### src/rtl/hazard_ctrl_if.sv
// Control bundle between the pipeline stages and the hazard controller.
// Pipeline side is the master; the controller is the slave.
interface hazard_ctrl_if #(
   parameter int unsigned CNT_W = 16
);
   logic [4:0]       rs1D;
   logic [4:0]       rs2D;
   logic             useRs1D;
   logic             useRs2D;
   logic [4:0]       rs1E;
   logic [4:0]       rs2E;
   logic [4:0]       rdE;
   logic [4:0]       rdM;
   logic [4:0]       rdW;
   logic             MemReadE;
   logic             RegWriteM;
   logic             RegWriteW;
   logic             PCSrc_final;
   logic             halt_req;
   logic             step_req;
   logic             clr_cnt;
   logic             StallF;
   logic             StallD;
   logic             FlushD;
   logic             FlushE;
   logic             FlushM;
   logic [1:0]       ForwardAE;
   logic [1:0]       ForwardBE;
   logic             halted;
   logic [CNT_W-1:0] stall_cnt;
   logic [CNT_W-1:0] flush_cnt;

   modport master (
      output rs1D, rs2D, useRs1D, useRs2D, rs1E, rs2E, rdE, rdM, rdW,
             MemReadE, RegWriteM, RegWriteW, PCSrc_final, halt_req, step_req, clr_cnt,
      input  StallF, StallD, FlushD, FlushE, FlushM, ForwardAE, ForwardBE,
             halted, stall_cnt, flush_cnt
   );

   modport slave (
      input  rs1D, rs2D, useRs1D, useRs2D, rs1E, rs2E, rdE, rdM, rdW,
             MemReadE, RegWriteM, RegWriteW, PCSrc_final, halt_req, step_req, clr_cnt,
      output StallF, StallD, FlushD, FlushE, FlushM, ForwardAE, ForwardBE,
             halted, stall_cnt, flush_cnt
   );
endinterface

### src/rtl/hazard_ctrl.sv
// Five-stage pipeline hazard controller: load-use stall, EX forwarding,
// taken-branch flush, debug halt/single-step drain and saturating event counters.
module hazard_ctrl #(
   parameter int unsigned CNT_W        = 16,
   parameter int unsigned DRAIN_CYCLES = 4
) (
   input  logic          clk,
   input  logic          rst,
   hazard_ctrl_if.slave  bus
);

   localparam int unsigned DCNT_W    = 3;
   localparam logic [DCNT_W-1:0] DCNT_LAST = DCNT_W'(DRAIN_CYCLES - 1);

   typedef enum logic [1:0] {
      RUN    = 2'd0,
      DRAIN  = 2'd1,
      HALTED = 2'd2,
      STEP   = 2'd3
   } state_e;

   state_e              state_q, state_d;
   logic [DCNT_W-1:0]   dcnt_q, dcnt_d;
   logic [CNT_W-1:0]    stall_cnt_q, stall_cnt_d;
   logic [CNT_W-1:0]    flush_cnt_q, flush_cnt_d;

   logic       lu_c;
   logic       br_c;
   logic       stall_f_c, stall_d_c, flush_d_c, flush_e_c, flush_m_c, halted_c;
   logic [1:0] fwd_a_c, fwd_b_c;

   assign br_c = bus.PCSrc_final;
   assign lu_c = bus.MemReadE && (bus.rdE != 5'd0) &&
                 ((bus.useRs1D && (bus.rdE == bus.rs1D)) ||
                  (bus.useRs2D && (bus.rdE == bus.rs2D)));

   // State, drain counter and event counters
   always_ff @(posedge clk or negedge rst) begin
      if (!rst) begin
         state_q     <= RUN;
         dcnt_q      <= '0;
         stall_cnt_q <= '0;
         flush_cnt_q <= '0;
      end else begin
         state_q     <= state_d;
         dcnt_q      <= dcnt_d;
         stall_cnt_q <= stall_cnt_d;
         flush_cnt_q <= flush_cnt_d;
      end
   end

   // Next state; the drain counter only advances on cycles the pipeline actually moves
   always_comb begin
      state_d = state_q;
      dcnt_d  = dcnt_q;
      case (state_q)
         RUN: begin
            if (bus.halt_req) begin
               state_d = DRAIN;
               dcnt_d  = '0;
            end
         end
         DRAIN: begin
            if (!bus.halt_req) begin
               state_d = RUN;
            end else if (!lu_c && !br_c) begin
               if (dcnt_q == DCNT_LAST) begin
                  state_d = HALTED;
                  dcnt_d  = '0;
               end else begin
                  dcnt_d = dcnt_q + DCNT_W'(1);
               end
            end
         end
         HALTED: begin
            if (!bus.halt_req) begin
               state_d = RUN;
            end else if (bus.step_req) begin
               state_d = STEP;
            end
         end
         STEP: begin
            state_d = DRAIN;
            dcnt_d  = '0;
         end
         default: begin
            state_d = RUN;
            dcnt_d  = '0;
         end
      endcase
   end

   // Counters saturate at all-ones; clear has priority
   always_comb begin
      stall_cnt_d = stall_cnt_q;
      flush_cnt_d = flush_cnt_q;
      if (bus.clr_cnt) begin
         stall_cnt_d = '0;
         flush_cnt_d = '0;
      end else begin
         if (lu_c && !br_c && !(&stall_cnt_q)) stall_cnt_d = stall_cnt_q + CNT_W'(1);
         if (br_c && !(&flush_cnt_q))          flush_cnt_d = flush_cnt_q + CNT_W'(1);
      end
   end

   // Pipeline controls: branch beats load-use, which beats the halt/drain bubbles
   always_comb begin
      stall_f_c = 1'b0;
      stall_d_c = 1'b0;
      flush_d_c = 1'b0;
      flush_e_c = 1'b0;
      flush_m_c = 1'b0;
      halted_c  = 1'b0;
      fwd_a_c   = 2'b00;
      fwd_b_c   = 2'b00;
      if (rst) begin
         if (bus.RegWriteM && (bus.rdM != 5'd0) && (bus.rdM == bus.rs1E))      fwd_a_c = 2'b10;
         else if (bus.RegWriteW && (bus.rdW != 5'd0) && (bus.rdW == bus.rs1E)) fwd_a_c = 2'b01;
         if (bus.RegWriteM && (bus.rdM != 5'd0) && (bus.rdM == bus.rs2E))      fwd_b_c = 2'b10;
         else if (bus.RegWriteW && (bus.rdW != 5'd0) && (bus.rdW == bus.rs2E)) fwd_b_c = 2'b01;

         if (br_c) begin
            flush_d_c = 1'b1;
            flush_e_c = 1'b1;
            flush_m_c = 1'b1;
         end else if (lu_c) begin
            stall_f_c = 1'b1;
            stall_d_c = 1'b1;
            flush_e_c = 1'b1;
         end else if ((state_q == DRAIN) || (state_q == HALTED)) begin
            stall_f_c = 1'b1;
            flush_d_c = 1'b1;
         end
         halted_c = (state_q == HALTED);
      end
   end

   assign bus.StallF    = stall_f_c;
   assign bus.StallD    = stall_d_c;
   assign bus.FlushD    = flush_d_c;
   assign bus.FlushE    = flush_e_c;
   assign bus.FlushM    = flush_m_c;
   assign bus.ForwardAE = fwd_a_c;
   assign bus.ForwardBE = fwd_b_c;
   assign bus.halted    = halted_c;
   assign bus.stall_cnt = stall_cnt_q;
   assign bus.flush_cnt = flush_cnt_q;

endmodule

### src/flat_wrapper.sv
// flat-port wrapper written by rule: the top's interface ports become plain ports
module hazard_ctrl_flat 
#(
   parameter int unsigned CNT_W        = 16,
   parameter int unsigned DRAIN_CYCLES = 4
)
  (clk, rst, bus_rs1D, bus_rs2D, bus_useRs1D, bus_useRs2D, bus_rs1E, bus_rs2E, bus_rdE, bus_rdM, bus_rdW, bus_MemReadE, bus_RegWriteM, bus_RegWriteW, bus_PCSrc_final, bus_halt_req, bus_step_req, bus_clr_cnt, bus_StallF, bus_StallD, bus_FlushD, bus_FlushE, bus_FlushM, bus_ForwardAE, bus_ForwardBE, bus_halted, bus_stall_cnt, bus_flush_cnt);
  hazard_ctrl_if #(.CNT_W(CNT_W)) bus_i ();
  input  logic clk;
  input  logic rst;
  input wire logic [$bits(bus_i.rs1D)-1:0] bus_rs1D;
  input wire logic [$bits(bus_i.rs2D)-1:0] bus_rs2D;
  input wire logic [$bits(bus_i.useRs1D)-1:0] bus_useRs1D;
  input wire logic [$bits(bus_i.useRs2D)-1:0] bus_useRs2D;
  input wire logic [$bits(bus_i.rs1E)-1:0] bus_rs1E;
  input wire logic [$bits(bus_i.rs2E)-1:0] bus_rs2E;
  input wire logic [$bits(bus_i.rdE)-1:0] bus_rdE;
  input wire logic [$bits(bus_i.rdM)-1:0] bus_rdM;
  input wire logic [$bits(bus_i.rdW)-1:0] bus_rdW;
  input wire logic [$bits(bus_i.MemReadE)-1:0] bus_MemReadE;
  input wire logic [$bits(bus_i.RegWriteM)-1:0] bus_RegWriteM;
  input wire logic [$bits(bus_i.RegWriteW)-1:0] bus_RegWriteW;
  input wire logic [$bits(bus_i.PCSrc_final)-1:0] bus_PCSrc_final;
  input wire logic [$bits(bus_i.halt_req)-1:0] bus_halt_req;
  input wire logic [$bits(bus_i.step_req)-1:0] bus_step_req;
  input wire logic [$bits(bus_i.clr_cnt)-1:0] bus_clr_cnt;
  output wire logic [$bits(bus_i.StallF)-1:0] bus_StallF;
  output wire logic [$bits(bus_i.StallD)-1:0] bus_StallD;
  output wire logic [$bits(bus_i.FlushD)-1:0] bus_FlushD;
  output wire logic [$bits(bus_i.FlushE)-1:0] bus_FlushE;
  output wire logic [$bits(bus_i.FlushM)-1:0] bus_FlushM;
  output wire logic [$bits(bus_i.ForwardAE)-1:0] bus_ForwardAE;
  output wire logic [$bits(bus_i.ForwardBE)-1:0] bus_ForwardBE;
  output wire logic [$bits(bus_i.halted)-1:0] bus_halted;
  output wire logic [$bits(bus_i.stall_cnt)-1:0] bus_stall_cnt;
  output wire logic [$bits(bus_i.flush_cnt)-1:0] bus_flush_cnt;
  assign bus_i.rs1D = bus_rs1D;
  assign bus_i.rs2D = bus_rs2D;
  assign bus_i.useRs1D = bus_useRs1D;
  assign bus_i.useRs2D = bus_useRs2D;
  assign bus_i.rs1E = bus_rs1E;
  assign bus_i.rs2E = bus_rs2E;
  assign bus_i.rdE = bus_rdE;
  assign bus_i.rdM = bus_rdM;
  assign bus_i.rdW = bus_rdW;
  assign bus_i.MemReadE = bus_MemReadE;
  assign bus_i.RegWriteM = bus_RegWriteM;
  assign bus_i.RegWriteW = bus_RegWriteW;
  assign bus_i.PCSrc_final = bus_PCSrc_final;
  assign bus_i.halt_req = bus_halt_req;
  assign bus_i.step_req = bus_step_req;
  assign bus_i.clr_cnt = bus_clr_cnt;
  assign bus_StallF = bus_i.StallF;
  assign bus_StallD = bus_i.StallD;
  assign bus_FlushD = bus_i.FlushD;
  assign bus_FlushE = bus_i.FlushE;
  assign bus_FlushM = bus_i.FlushM;
  assign bus_ForwardAE = bus_i.ForwardAE;
  assign bus_ForwardBE = bus_i.ForwardBE;
  assign bus_halted = bus_i.halted;
  assign bus_stall_cnt = bus_i.stall_cnt;
  assign bus_flush_cnt = bus_i.flush_cnt;
  hazard_ctrl #(.CNT_W(CNT_W), .DRAIN_CYCLES(DRAIN_CYCLES)) u_core (.clk(clk), .rst(rst), .bus(bus_i));
endmodule
### config.mk
export PLATFORM = sky130hd
export DESIGN_NAME = hazard_ctrl_flat
export DESIGN_NICKNAME = d
export VERILOG_FILES = /design/src/rtl/hazard_ctrl_if.sv /design/src/rtl/hazard_ctrl.sv /design/src/flat_wrapper.sv
export SDC_FILE = /design/constraint.sdc
export NUM_CORES = 1
export LEC_CHECK = 0
export BUFFER_PORTS_ARGS = -buffer_cell sky130_fd_sc_hd__buf_2
export CAP_MARGIN = 0
export CORE_MARGIN = 2
export CORE_UTILIZATION = 54
export DETAILED_ROUTE_END_ITERATION = 10
export PLACE_DENSITY = 0.86
export SLEW_MARGIN = 40
export SYNTH_ARGS = -nofsm -noshare
export SYNTH_HDL_FRONTEND = slang
export SYNTH_SLANG_ARGS = --single-unit
### constraint.sdc
create_clock -name clk -period 5.5 [get_ports clk]
set_input_delay 0.275 -clock clk [delete_from_list [all_inputs] [get_ports clk]]
set_output_delay 0.275 -clock clk [all_outputs]
set_load 0.01 [all_outputs]
==> results.tsv, run 1 <==
metric	value	unit
status	finished, final reports clean	
DRC viols	0	
setup TNS	0	ns
post-route worst setup slack	3.087	ns
slowest library cell on the worst path	nor4bb_2	
Clock transition at path regs	0.07	ns
Place WS	3.121	ns
max-cap violations	0	
Area Overhead vs Synth	21.54	%
Crit path required time	5.68	ns
DR vias	2387	
Slew HR	54.32	%
worst-skew pair later-pin latency	0.29	ns
hold_buf cts	0	
startpoint types	register	
drt wl/cell	13.78	um
Peak VDD IR	105.7	uV
num rows	24	
HP Class	input pin to asynchronous set/reset pin	
Reg area	925.9	um2
Slew @ Worst Pin	0.6754	ns
reg-to-reg endpoint	u_core.bus.stall_cnt[15]$_DFFE_PN0P_	
Hold Vio Cnt, Final	0	
Crit path top cell by count	a31o_2	
commonest non-fill, non-tap cell in the layout	buf_2	
Iteration-0 DRC Markers	164	
input/output buffers	87	
CTS Buf Count	5	
commonest cells after routing, fill and taps aside	buf_2 (87), dfrtp_1 (37), nor2_1 (27), xor2_1 (26), xnor2_1 (20)	
H-tree depth	2	
I/O pin count	88	
Arr. time, crit path	2.59	ns
CP Class	register to register	
FMAX	414.4	MHz
post-synthesis cell area	0.002504	mm2
Final period util	43.88	%
first-pass GRT wire length	9.570	mm
Sw Pwr	0.1983	mW
Synth Instances	275	
Via density	5.808	
Pwr per Cell Area	218.0	mW/mm2
Placer Congestion	0.8930	
sequential power share	45.0	%
core area	0.004414	mm2
switching share of power	29.90	%
Yosys cell types	45	
DRT Pass-1 Iters	4	
CP max FO	24	
nets	411	
Period minus WS final	2.413	ns
syn_area_per_cell	9.104	um2
clock power share	28.3	%
Pleak	1.435	nW
vias in the first global route	2230	
Die Footprint	0.005197	mm2
RR Startpoint	u_core.bus.stall_cnt[0]$_DFFE_PN0P_	
RSZ-0062 raised after global routing	no	
worst path buffer plus inverter count	1	
Top delay family on crit path	simple AND/OR/NAND/NOR gates	
max incr delay on CP	0.66	ns
Internal	0.4649	mW
# fillers	341	
Post-CTS Setup Bufs	0	
endpoint type of the worst setup path	register	
CTS tree	yes	
multi-input logic area	0.001496	mm2
met2 routed WL	2.622	mm
pin count of the biggest net entering global routing	46	
gr usage total	23.09	%
fin. max-slew vios	0	
metal3 WL	401	um
syn nets	327	
Worst Skew	0.004466	ns
Max Buffers Root-to-Sink	2	
post-route ant nets	0	
register bit total from synthesis	37	
share of post-route cells with drive strength above 1	29.81	%
WL final	5.665	mm
register area share after synthesis	36.98	%
Post-CTS Resized	0	
met1 wire length	2.532	mm
detailed-placement wirelength estimate	4.191	mm
Worst R2R Path Depth	7	
YS warnings	0	
combinational share of power	26.7	%
initial antenna violation count	0	
crit path cell chain	ha_1 -> inv_1 -> nor2_1 -> a31o_2 -> nor4bb_2 -> a21oi_1 -> a31o_2	
top sig layer	met4	
clock root cell	clkbuf_8	
Die Width	72.09	um
initial core utilization	56.72	%
Worst R2R Setup Slack	3.09	ns
Clock Sinks	37	
diode count	0	
Die H	72.09	um
final setup violation count	0	
GRT overflow	0	
==> worst max-delay path by stage <==
stage | startpoint | to | depth (start not counted)
6_report | u_core.bus.stall_cnt[0]$_DFFE_PN0P_ | u_core.bus.stall_cnt[15]$_DFFE_PN0P_ | 7
4_1_cts | u_core.bus.stall_cnt[0]$_DFFE_PN0P_ | u_core.bus.stall_cnt[15]$_DFFE_PN0P_ | 7
3_5_place_dp | u_core.bus.stall_cnt[0]$_DFFE_PN0P_ | u_core.bus.stall_cnt[15]$_DFFE_PN0P_ | 7
3_3_place_gp | u_core.bus.stall_cnt[0]$_DFFE_PN0P_ | u_core.bus.stall_cnt[15]$_DFFE_PN0P_ | 7
2_1_floorplan | u_core.bus.stall_cnt[0]$_DFFE_PN0P_ | u_core.bus.stall_cnt[15]$_DFFE_PN0P_ | 8
5_1_grt | u_core.bus.stall_cnt[0]$_DFFE_PN0P_ | u_core.bus.stall_cnt[15]$_DFFE_PN0P_ | 7
==> metal layers <==
metal | GRT usage, % | vias to the layer above
li1 | - | 1168
met5 | 0 | -
met2 | 37.92 | 89
met3 | 5.833 | 9
met4 | 9.224 | 0
met1 | 29.16 | 1121
==> sequential cells by signal, summed over array words and instances (netlist names) <==
| name | cells |
|---|---|
| u_core.bus.flush_cnt | 16 |
| u_core.bus.stall_cnt | 16 |
| u_core.dcnt_q | 3 |
| u_core.state_q | 2 |
==> synthesized netlist by cell type, drive strengths merged <==
| cell type | n | area share [%] |
|---|---|---|
| or3 | 2 | 0.50 |
| nor4bb | 1 | 0.40 |
| clkbuf | 6 | 0.90 |
| or4 | 14 | 4.3 |
| a41oi | 1 | 0.35 |
| clkdlybuf4s25 | 1 | 0.40 |
| a21oi | 19 | 3.9 |
| nor3b | 1 | 0.30 |
| o21ai | 4 | 0.80 |
| and2 | 6 | 1.5 |
| o21a | 2 | 0.60 |
| dfrtp | 37 | 37 |
| o211ai | 3 | 0.90 |
| nor4 | 4 | 1.0 |
| a31o | 4 | 1.4 |
| nand2 | 14 | 2.2 |
| a22o | 1 | 0.35 |
| and2b | 2 | 0.70 |
| o31ai | 9 | 2.7 |
| nand2b | 4 | 1.0 |
| o22ai | 3 | 1.0 |
| nand4 | 13 | 3.2 |
| mux2 | 3 | 1.3 |
| nor2b | 2 | 0.50 |
| nand4b | 1 | 0.35 |
| a31oi | 1 | 0.25 |
| mux2i | 2 | 0.80 |
| and3 | 3 | 0.75 |
| buf | 4 | 1.1 |
| ha | 6 | 3.0 |
| nor2 | 27 | 4.0 |
| nand3 | 14 | 2.8 |
| and4 | 4 | 1.4 |
| o31a | 1 | 0.35 |
| xnor2 | 20 | 7.0 |
| xor2 | 26 | 9.1 |
| inv | 7 | 1.0 |
| nor3 | 3 | 0.60 |
==> logic make-up after synthesis <==
kind of cell / synth area share [%]
AND/OR/NAND/NOR: 25.64
adder cells (fa/ha/maj): 2.998
AO/OA/AOI/OAI: 12.64
buffers and inverters: 3.498
multiplexers: 2.149
flip-flops: 36.98
XOR/XNOR: 16.09
==> power groups by stage <==
stage                     Sequential (mW)  Clock, mW  Combinational [mW]
after floorplan                     0.301          0               0.124
after global placement              0.303          0               0.170
after detailed placement            0.303          0               0.178
after CTS                           0.298      0.192               0.178
after global routing                0.300      0.204               0.197
final                               0.298      0.188               0.177
==> through the flow <==
step	cell area [um2]	std cells	power [mW]	utilization (%)	hold WS [ns]
after detailed placement	2957	404	0.4813	66.98	0.3777
final	3043	411	0.6632	68.93	0.03542
after CTS	3043	411	0.6685	68.93	0.06471
after floorplan	2504	275	0.4250	-	-0.02059
after global routing	3043	411	0.7007	68.93	0.09195
after global placement	2950	404	0.4724	66.84	0.3725
==> area by class of cell <==
cell class              count  area share, %
inverters                   7         0.8635
multi-input cells         220          49.18
clock buffers               7          2.837
well taps                  52          2.138
repair buffers             88          14.56
flip-flops and latches     37          30.43
Power figures use the tool's default switching activity.
==> inputs of run 2 (changes only) <==
CORE_UTILIZATION = 50   (was 54)
PLACE_DENSITY = 0.8   (was 0.86)
clock period = 2.25 ns   (was 5.5 ns; I/O delays follow)
==> results.tsv, run 2 (same netlist as run 1, synthesis figures left out) <==
metric	value	unit	change
commonest non-fill, non-tap cell in the layout	buf_2		
hold_buf cts	1		+1
CTS Buf Count	5		unchanged
Place WS	0.2417	ns	-2.879 ns
Pleak	1.460	nW	+1.7%
I/O pin count	88		unchanged
DRT Pass-1 Iters	5		+1
slowest library cell on the worst path	or4_1		
CP Class	register to register		
Slew @ Worst Pin	0.6136	ns	-0.06185 ns
Area Overhead vs Synth	23.64	%	
input/output buffers	87		unchanged
DR vias	2399		+0.50%
startpoint types	register		
status	finished, final reports clean		
placed cell area	0.002999	mm2	+1.4%
Placer Congestion	0.8805		-1.4%
Worst R2R Setup Slack	0.23	ns	-2.85 ns
clock root cell	clkbuf_8		
core area	0.004786	mm2	+8.4%
vias in the first global route	2149		-3.6%
Period minus WS final	2.016	ns	-0.3968 ns
Die Width	74.76	um	+3.7%
initial antenna violation count	0		unchanged
Hold Vio Cnt, Final	0		unchanged
Clock transition at path regs	0.07	ns	about the same
Crit path required time	2.45	ns	-3.23 ns
DRC viols	0		unchanged
fin. max-slew vios	0		unchanged
crit path cell chain	ha_1 -> inv_1 -> nor2_1 -> a31o_2 -> buf_4 -> or4_1 -> a21oi_1		
nets	416		+1.2%
drt wl/cell	13.87	um	+0.65%
pin count of the biggest net entering global routing	45		-2.2%
diode count	0		unchanged
hold path start	bus_halt_req		
Iteration-0 DRC Markers	228		+39%
Die H	74.76	um	+3.7%
Worst R2R Path Depth	7		unchanged
RSZ-0062 raised after global routing	no		
Worst Skew	0.007272	ns	+0.002806 ns
crit path launch	u_core.bus.stall_cnt[0]$_DFFE_PN0P_		
Final period util	89.62	%	+46 points
HP Class	input pin to register		
RR Startpoint	u_core.bus.stall_cnt[0]$_DFFE_PN0P_		
detailed-placement wirelength estimate	4.470	mm	+6.6%
max incr delay on CP	0.47	ns	-0.19 ns
worst-skew pair later-pin latency	0.28	ns	about the same
Peak VDD IR	335.5	uV	+220%
Via density	5.566		-4.2%
CP max FO	13		-46%
Clock Sinks	37		unchanged
endpoint type of the worst setup path	register		
max-cap violations	0		unchanged
share of post-route cells with drive strength above 1	30.22	%	+0.41 points
Final Instance Area	0.003095	mm2	+1.7%
Post-CTS Setup Bufs	0		unchanged
FMAX	495.9	MHz	+20%
Arr. time, crit path	2.22	ns	-0.37 ns
first-pass GRT wire length	9.708	mm	+1.4%
CTS tree	yes		
Critical Path End	u_core.bus.stall_cnt[4]$_DFFE_PN0P_		
setup TNS	0	ns	unchanged
reg-to-reg endpoint	u_core.bus.stall_cnt[4]$_DFFE_PN0P_		
post-route worst setup slack	0.2335	ns	-2.853 ns
Post-CTS Resized	0		unchanged
Die Footprint	0.005589	mm2	+7.5%
Slew HR	59.09	%	+4.8 points
Max Buffers Root-to-Sink	2		unchanged
H-tree depth	2		unchanged
post-route ant nets	0		unchanged
GRT overflow	0		unchanged
commonest cells after routing, fill and taps aside	buf_2 (87), dfrtp_1 (37), nor2_1 (27), xor2_1 (26), xnor2_1 (20)		
gr usage total	22.44	%	-0.65 points
final setup violation count	0		unchanged
WL final	5.979	mm	+5.5%
initial core utilization	52.31	%	-4.4 points
# fillers	418		+23%
Pwr per Cell Area	526.7	mW/mm2	+140%
num rows	25		+4.2%
run 2: cell count changes in the layout (fill, tap and decap cells not counted):
cell / delta
buf_4: +4
nor4bb_1: +1
nor4bb_2: -1
dlygate4sd3_1: +1
run 2: worst min path at each step:
| stage | end | slack, ns | depth (start not counted) |
|---|---|---|---|
| floorplan | u_core.bus.flush_cnt[0]$_DFFE_PN0P_ | -0.18 | 0 |
| global placement | u_core.bus.flush_cnt[11]$_DFFE_PN0P_ | 0.26 | 2 |
| detailed placement | u_core.bus.flush_cnt[11]$_DFFE_PN0P_ | 0.26 | 2 |
| CTS | u_core.state_q[1]$_DFFE_PN0P_ | 0.16 | 3 |
| global route | u_core.state_q[1]$_DFFE_PN0P_ | 0.18 | 3 |
| finish | u_core.state_q[1]$_DFFE_PN0P_ | 0.16 | 3 |
run 2: cell type report:
class | instances | area, um2 | share of cell area, %
tap | 67 | 83.83 | 2.708
timing repair buffer | 93 | 483.0 | 15.60
multi-input combinational | 220 | 1490 | 48.14
sequential | 37 | 925.9 | 29.91
inverter | 7 | 26.28 | 0.8488
clock buffer | 7 | 86.33 | 2.789
run 2: routing by layer:
metal | routed length [um] | GRT usage, % | share of wire (%)
met1 | 2603 | 28.82 | 44
met2 | 2989 | 38.94 | 50
met3 | 304 | 3.748 | 5.1
met4 | 81 | 6.944 | 1.4
met5 | 0 | 0 | 0
run 2: critical path, delay by kind of cell, from the launching register on:
kind	cells	cell delay (ns)
adder cells (fa/ha/maj)	1	0.22
flip-flops	1	0.42
buffers and inverters	2	0.28
AND/OR/NAND/NOR	2	0.53
AO/OA/AOI/OAI	2	0.48
run 2: where the power goes:
part | total, mW | switching, mW | internal (mW)
Clock | 0.464 | 0.221 | 0.243
Combinational | 0.436 | 0.239 | 0.198
Sequential | 0.730 | 0.0317 | 0.698
Total | 1.63 | 0.491 | 1.14
run 2: through the flow:
step | hold slack (ns) | std cells | total power [mW] | utilization [%]
after floorplan | -0.1831 | 275 | 1.039 | -
after global placement | 0.2596 | 423 | 1.161 | 62.67
after detailed placement | 0.2558 | 423 | 1.176 | 62.67
after CTS | 0.1572 | 431 | 1.643 | 64.68
after global routing | 0.1761 | 431 | 1.728 | 64.68
final | 0.1637 | 431 | 1.630 | 64.68
==> inputs of run 3 (changes only) <==
CORE_UTILIZATION = 52   (was 50)
CTS_BUF_LIST = sky130_fd_sc_hd__clkbuf_8   (was default)
PLACE_DENSITY = 0.83   (was 0.8)
==> results.tsv, run 3 (same netlist as run 1, synthesis figures left out) <==
metric	value	unit	change
post-route ant nets	0		unchanged
Iteration-0 DRC Markers	159		-30%
gr usage total	22.96	%	+0.52 points
Period minus WS final	2.065	ns	+0.04808 ns
status	finished, final reports clean		
DR vias	2370		-1.2%
commonest non-fill, non-tap cell in the layout	buf_2		
fin. max-slew vios	0		unchanged
CTS Buf Count	5		unchanged
CP Class	register to register		
Slew HR	59.33	%	+0.24 points
Die Width	73.39	um	-1.8%
Final period util	91.76	%	+2.1 points
share of post-route cells with drive strength above 1	30.03	%	-0.19 points
Worst Skew	0.006594	ns	-0.0006781 ns
nets	414		-0.48%
Crit path required time	2.46	ns	about the same
startpoint types	register		
Hold Vio Cnt, Final	0		unchanged
Clock Sinks	37		unchanged
setup TNS	0	ns	unchanged
# fillers	392		-6.2%
Area Overhead vs Synth	24.09	%	
Post-CTS Resized	0		unchanged
Via density	5.683		+2.1%
commonest cells after routing, fill and taps aside	buf_2 (87), dfrtp_1 (37), nor2_1 (27), xor2_1 (26), xnor2_1 (20)		
WL final	5.922	mm	-0.95%
initial antenna violation count	0		unchanged
I/O pin count	88		unchanged
FMAX	484.4	MHz	-2.3%
CTS tree	yes		
switching share of power	29.07	%	-1.1 points
diode count	0		unchanged
Pleak	1.473	nW	+0.86%
RSZ-0062 raised after global routing	no		
input/output buffers	87		unchanged
Pwr per Cell Area	569.5	mW/mm2	+8.1%
Min Hold Slack	0.1575	ns	-0.006223 ns
worst-skew pair later-pin latency	0.29	ns	about the same
post-route worst setup slack	0.1855	ns	-0.04808 ns
clock power share	33.9	%	+5.4 points
core area	0.004692	mm2	-2.0%
DRC viols	0		unchanged
pin count of the biggest net entering global routing	45		unchanged
combinational share of power	25.0	%	-1.8 points
Slew @ Worst Pin	0.6100	ns	-0.003578 ns
Peak VDD IR	303.8	uV	-9.5%
DRT Pass-1 Iters	4		-1
Max Buffers Root-to-Sink	2		unchanged
Place WS	0.1998	ns	-0.04182 ns
max-cap violations	0		unchanged
Internal	1.255	mW	+10%
clock root cell	clkbuf_8		
num rows	25		unchanged
Die H	73.39	um	-1.8%
drt wl/cell	14.20	um	+2.4%
detailed-placement wirelength estimate	4.319	mm	-3.4%
first-pass GRT wire length	9.591	mm	-1.2%
Sw Pwr	0.5143	mW	+4.7%
sequential power share	41.1	%	-3.7 points
vias in the first global route	2075		-3.4%
HP Class	input pin to register		
Die Footprint	0.005386	mm2	-3.6%
Arr. time, crit path	2.27	ns	+0.05 ns
endpoint type of the worst setup path	register		
GRT overflow	0		unchanged
initial core utilization	53.36	%	+1.0 points
final setup violation count	0		unchanged
CP max FO	17		+4
Clock transition at path regs	0.08	ns	about the same
H-tree depth	2		unchanged
Placer Congestion	0.9027		+2.5%
[run 3: changes by cell type in the layout (fill, tap and decap cells not counted)]
cell       before  now
clkbuf_1        1    0
buf_4           5    2
buf_12          0    1
bufinv_16       0    1
inv_1           7    8
[run 3: repair_timing]
item | 4_1_cts | 5_1_grt
hold buffers | 1 | 0
endpoints found under the hold margin | 37 | 0
buffers inserted | 0 | 0
[run 3: final timing paths]
| path | cells after the start | to | from | slack [ns] |
|---|---|---|---|---|
| max | 7 | u_core.bus.stall_cnt[12]$_DFFE_PN0P_ | u_core.bus.stall_cnt[0]$_DFFE_PN0P_ | 0.19 |
| min | 3 | u_core.state_q[1]$_DFFE_PN0P_ | bus_halt_req | 0.16 |
| max reg2reg | 7 | u_core.bus.stall_cnt[12]$_DFFE_PN0P_ | u_core.bus.stall_cnt[0]$_DFFE_PN0P_ | 0.19 |
| min reg2reg | 1 | u_core.dcnt_q[2]$_DFFE_PN0P_ | u_core.dcnt_q[2]$_DFFE_PN0P_ | 0.49 |
| max in group asynchronous | 3 | u_core.bus.stall_cnt[7]$_DFFE_PN0P_ | rst | 1.43 |
| min in group asynchronous | 3 | u_core.dcnt_q[0]$_DFFE_PN0P_ | rst | 0.46 |
[run 3: area by class of cell]
type                       instances  area (um2)  area share [%]
clock buffer                       6       82.58           2.658
clock inverter                     2       33.78           1.087
tap                               54       67.56           2.175
timing repair buffer              91       480.5           15.47
inverter                           7       26.28          0.8458
multi-input combinational        220        1490           47.97
sequential                        37       925.9           29.80
[run 3: through the flow]
step	cell area, um2	cells	power (mW)	utilization [%]
2_1_floorplan	2504	275	1.039	-
3_3_place_gp	2980	408	1.162	63.52
3_5_place_dp	2980	408	1.186	63.52
4_1_cts	3107	417	1.789	66.21
5_1_grt	3107	417	1.876	66.21
6_report	3107	417	1.769	66.21
[run 3: power by group through the flow]
| stage | registers, mW | logic [mW] | clock network, mW |
|---|---|---|---|
| 2_1_floorplan | 0.736 | 0.303 | 0 |
| 3_3_place_gp | 0.739 | 0.423 | 0 |
| 3_5_place_dp | 0.742 | 0.444 | 0 |
| 4_1_cts | 0.728 | 0.447 | 0.614 |
| 5_1_grt | 0.735 | 0.497 | 0.645 |
| 6_report | 0.728 | 0.443 | 0.599 |
[run 3: critical path, stage by stage (launching register included)]
cell and delay, ns:
dfrtp_1 0.43, ha_1 0.23, inv_1 0.09, nor2_1 0.11
a31o_2 0.32, buf_12 0.16, or4_1 0.47, a21oi_1 0.18
[run 3: per-layer routing]
layer | vias to the layer above | share of wire, % | global-route usage [%]
li1 | 1172 | - | -
met1 | 1100 | 45 | 30.09
met2 | 85 | 47 | 36.94
met3 | 13 | 5.9 | 5.350
met4 | 0 | 2.1 | 8.889
met5 | - | 0 | 0
